**src/rtl/cla_multicycle_add_ctrl_pkg.sv**
```systemverilog
// Shared constants for the multicycle slice-sequenced adder.
// State encoding and default datapath geometry.
package cla_multicycle_add_ctrl_pkg;

  typedef enum logic [1:0] {
    IDLE = 2'd0,
    RUN  = 2'd1,
    DONE = 2'd2
  } state_t;

  localparam int DEF_WIDTH = 32;
  localparam int DEF_SLICE = 8;

endpackage

```
**src/rtl/cla_multicycle_add_ctrl_cla.sv**
```systemverilog
// W-bit carry-lookahead slice adder.
// Each carry is formed from generate/propagate terms of the slice.
module cla_multicycle_add_ctrl_cla #(
  parameter int W = 8
) (
  input  logic [W-1:0] a,
  input  logic [W-1:0] b,
  input  logic         cin,
  output logic [W-1:0] sum,
  output logic         cout
);

  logic [W-1:0] p;
  logic [W-1:0] g;
  logic [W:0]   c;
  logic         t;

  assign p = a ^ b;
  assign g = a & b;

  // Every carry is evaluated independently from cin and the p/g terms.
  always_comb begin
    c    = '0;
    t    = 1'b0;
    c[0] = cin;
    for (int i = 0; i < W; i++) begin
      t = cin;
      for (int j = 0; j <= i; j++) begin
        t = g[j] | (p[j] & t);
      end
      c[i+1] = t;
    end
  end

  assign sum  = p ^ c[W-1:0];
  assign cout = c[W];

endmodule

```
**src/rtl/cla_multicycle_add_ctrl.sv**
```systemverilog
// Add/subtract sequencer stepping WIDTH-bit operands through
// one shared SLICE-bit lookahead adder, one slice per clock.
module cla_multicycle_add_ctrl
  import cla_multicycle_add_ctrl_pkg::*;
#(
  parameter int WIDTH = DEF_WIDTH,
  parameter int SLICE = DEF_SLICE
) (
  input  logic             clk,
  input  logic             rst,
  input  logic             start,
  input  logic             op_sub,
  input  logic [WIDTH-1:0] a,
  input  logic [WIDTH-1:0] b,
  output logic             busy,
  output logic             done,
  output logic [WIDTH-1:0] result,
  output logic             cout,
  output logic             ovf
);

  localparam int NSLICE = WIDTH / SLICE;
  localparam int CW     = (NSLICE > 1) ? $clog2(NSLICE) : 1;

  typedef logic [NSLICE-1:0][SLICE-1:0] word_t;

  state_t          state;
  state_t          state_nx;
  logic [CW-1:0]   cnt;
  logic            carry;
  word_t           opa;
  word_t           opb;
  word_t           res;
  logic [SLICE-1:0] ssum;
  logic            scout;
  logic            last;
  logic            accept;

  assign last   = (cnt == CW'(NSLICE - 1));
  assign accept = (state == IDLE) && start;

  cla_multicycle_add_ctrl_cla #(
    .W (SLICE)
  ) u_slice (
    .a    (opa[cnt]),
    .b    (opb[cnt]),
    .cin  (carry),
    .sum  (ssum),
    .cout (scout)
  );

  always_ff @(posedge clk or posedge rst) begin
    if (rst) state <= IDLE;
    else     state <= state_nx;
  end

  always_comb begin
    state_nx = state;
    unique case (state)
      IDLE:    if (start) state_nx = RUN;
      RUN:     if (last)  state_nx = DONE;
      DONE:    state_nx = IDLE;
      default: state_nx = IDLE;
    endcase
  end

  always_comb begin
    busy = 1'b0;
    done = 1'b0;
    unique case (state)
      IDLE:    busy = 1'b0;
      RUN:     busy = 1'b1;
      DONE: begin
        busy = 1'b1;
        done = 1'b1;
      end
      default: busy = 1'b0;
    endcase
  end

  // Subtraction is a + ~b + 1, the +1 entering as the initial carry.
  always_ff @(posedge clk or posedge rst) begin
    if (rst) begin
      cnt   <= '0;
      carry <= 1'b0;
      opa   <= '0;
      opb   <= '0;
      res   <= '0;
      cout  <= 1'b0;
      ovf   <= 1'b0;
    end else if (accept) begin
      opa   <= a;
      opb   <= op_sub ? ~b : b;
      carry <= op_sub;
      cnt   <= '0;
    end else if (state == RUN) begin
      res[cnt] <= ssum;
      carry    <= scout;
      cnt      <= cnt + CW'(1);
      if (last) begin
        cout <= scout;
        ovf  <= (opa[NSLICE-1][SLICE-1] == opb[NSLICE-1][SLICE-1])
             && (ssum[SLICE-1] != opa[NSLICE-1][SLICE-1]);
      end
    end
  end

  assign result = res;

endmodule

```
**config.mk**
```make
export PLATFORM = sky130hd
export DESIGN_NAME = cla_multicycle_add_ctrl
export DESIGN_NICKNAME = d
export VERILOG_FILES = /design/src/rtl/cla_multicycle_add_ctrl_pkg.sv /design/src/rtl/cla_multicycle_add_ctrl_cla.sv /design/src/rtl/cla_multicycle_add_ctrl.sv
export SDC_FILE = /design/constraint.sdc
export NUM_CORES = 1
export LEC_CHECK = 0
export CAP_MARGIN = 25
export CORE_MARGIN = 5
export CORE_UTILIZATION = 65
export DETAILED_ROUTE_END_ITERATION = 16
export DONT_BUFFER_PORTS = 1
export PLACE_DENSITY_LB_ADDON = 0.3
export SYNTH_ARGS = -nofsm -noshare
export SYNTH_HDL_FRONTEND = slang
export SYNTH_SLANG_ARGS = --single-unit
```
**constraint.sdc**
```tcl
create_clock -name clk -period 11.3 [get_ports clk]
set_input_delay 1.695 -clock clk [delete_from_list [all_inputs] [get_ports clk]]
set_output_delay 1.695 -clock clk [all_outputs]
set_load 0.01 [all_outputs]
```
==> impl_results.md <==
- First-pass GRT wire length: 14700 um
- Antenna cells: 0
- Yosys warning count: 0
- Post-synth ARST share: 100%
- Post CTS Setup Buffer Count: 0
- Worst Skew: 0.0123 ns
- Req. time, crit path: 11.54 ns
- Routing usage on met3: 7.28%
- Vias: 2931
- Clock sinks: 103
- Remaining DRCs: 0
- Grt met1 use: 27.8%
- Post-synth top area cell: dfrtp_1
- Core footprint: 7250 um2
- Status: complete, no violations
- Largest net degree at the start of global routing: 98
- Syn Nets: 515
- CP peak stage delay: 1.00 ns
- Fraction of layout cells with a size suffix above 1: 12.4%
- Post-synth EDFFs: 0
- Antenna violations before repair: 0
- Gpl congestion: 0.765
- 1st-pass router iterations: 4
- Syn_area_per_cell: 11.3 um2
- GR met2 Demand/Resource: 34.9%
- Most frequent cells after synthesis: 140 x nand2_1, 103 x dfrtp_1, 47 x o21ai_0
- Initial Util: 66.9%
- Std cell rows: 31
- CTS Hold Bufs: 0
- ANT nets after route: 0
- Max_cap viols: 0
- Worst-path cell chain: mux4_1, inv_1, fa_1, inv_1, fa_1, fa_1, fa_1, fa_1, fa_1, fa_1, inv_1, fa_1, and3_1, nor2_1, o21ai_0
- PortBufs: 0
- Synth area leaders: dfrtp_1 53%, nand2_1 11%, mux4_1 6.0%, xnor2_1 6.0%, mux2_2 5.8%
- Total Wirelength: 9330 um
- Die Wd: 96.4 um
- Crit path DAT: 5.60 ns
- Distinct cells, synth: 25
- Via density: 5.58
- DP HPWL: 6730 um
- CTS H-tree depth: 3
- Share of the synthesized area in the top cell type: 53.1%
- Clock slew at the register clock pins of the worst setup and hold paths: 0.09 ns
- Nets@finish: 505
- RSZ-0062 raised after global routing: no
- I/O Pins: 104
- DIE AREA: 9290 um2
- Clock root buffer: clkbuf_8
- Fill cells: 557
- Seq/Total Area, Yosys: 53.1%
- Critical Path Sink Type: register
- Hold Fails Final Rpt: 0
- Final TNS setup: 0 ns
- Worst Max-Slew Pin Slew: 0.984 ns
- Synth Flop Type: dfrtp_1
- Kind of critical path: register to register
- Min cycle time layout: 5.36 ns
- Most Used Layer, Global Route: met2
- Slew Limit Fails: 0
- Post-CTS sizing: 0
- Pwr dens: 327 nW/um2
- Final worst-path cycle share: 47.4%
- Worst-skew pair later-pin latency: 0.36 ns
- Startpoint Class: register
- Post-synthesis register bit count: 103
- Critical-path top delay cell: dfrtp_1
- Total GRT Usage: 21.5%
- Clock Path Buffers: 2
- Count leader, synth: nand2_1
- Vias in the first global route: 2972
- Routed length per instance: 17.8 um
- DRT iter0 DRCs: 182
- Fin util: 69.9%
- Layout area overhead: 4.49%
- Leak pwr: 2.36 nW
- CTS tree: built
- Worst-path fanout max: 20
- CTS Buf Count: 9
- Peak supply drop: 0.165 mV
- Critical Path Most Common Cell: fa_1
- Slew margin rel.: 34.4%
- Peak Freq: 0.187 GHz
- Multi-input gate area: 2080 um2
- Worst hold path class: register to register
- Synth Instances: 431
- Die height: 96.4 um
- Mapped Area: 4850 um2
- Sequential cell area: 2580 um2
- Final setup violation count: 0
- Grt ovf: 0
state kept, by name, indices dropped and copies added, names as in the netlist:
| name | cells |
|---|---|
| cout | 1 |
| cnt | 2 |
| opa | 32 |
| carry | 1 |
| result | 32 |
| ovf | 1 |
| state | 2 |
| opb | 32 |
routing by layer:
layer	vias to the layer above	part of all wire (%)
li1	1395	-
met1	1436	42
met2	91	50
met3	9	7.7
met4	0	1.1
met5	-	0
final cells by class:
cell class	instances	share of cell area (%)
clock inverter	6	1.38
inverter	13	1.01
clock buffer	10	2.52
multi-input combinational	291	41.0
sequential	103	50.9
timing repair buffer	3	0.790
tap	99	2.44
placed cells by master, fill, tap and decap left out, drive strengths merged:
master    Yosys  layout
clkinv        0       1
bufinv        0       1
mux2i         1       1
and2          1       1
nor2          3       3
and3          1       1
ha            8       8
clkinvlp      0       3
nor2b         1       1
nand3         1       1
nand2       143     143
o21a          1       1
buf          17       2
fa            8       8
dfrtp       103     103
xnor2        33      33
mux4         16      16
inv          13      14
o21ai        47      47
mux2         25      25
nor3          1       1
clkbuf        7      11
a21oi         1       1
power by group:
group / switching [W] / leakage [nW] / internal, W
logic: 0.000382 / 0.997 / 0.000334
clock network: 0.000126 / 0.0891 / 0.000104
registers: 0.000160 / 1.27 / 0.000551
total: 0.000667 / 2.36 / 0.000989
worst max-delay path: cells and delay by family (launching register included):
kind / cells / cell delay, ns
DFF: 1 / 1.00
and+or+nand+nor: 2 / 0.31
muxes: 1 / 0.66
buffers and inverters: 3 / 0.21
AOI/OAI and AO/OA: 1 / 0.07
adders and majority gates: 8 / 2.97
logic make-up after synthesis:
kind of cell	share of synthesized area, %
DFF	53.1
adders and majority gates	5.37
AOI/OAI and AO/OA	5.11
and+or+nand+nor	12.0
muxes	14.3
buffers and inverters	4.08
xor gates and xnor gates	5.96
through the flow:
step	instance area, um2	total power, W	hold WS [ns]	cells	setup WS [ns]
2_1_floorplan	4850	0.00124	0.437	431	6.75
3_3_place_gp	4840	0.00138	0.453	508	6.10
3_5_place_dp	4840	0.00144	0.457	508	5.97
4_1_cts	5040	0.00166	0.478	524	5.95
5_1_grt	5070	0.00179	0.493	525	5.66
6_report	5070	0.00166	0.474	525	5.94
final timing paths:
kind                       endpoint    start  cells after the start  slack [ns]
max                             ovf   cnt[0]                     15        5.94
min                         opa[14]  opa[14]                      2        0.47
max reg2reg                     ovf   cnt[0]                     15        5.94
min reg2reg                 opa[14]  opa[14]                      2        0.47
max in group asynchronous   opb[26]      rst                      2        8.92
min in group asynchronous   opa[20]      rst                      1        1.27
(Power assumes the default switching activity.)
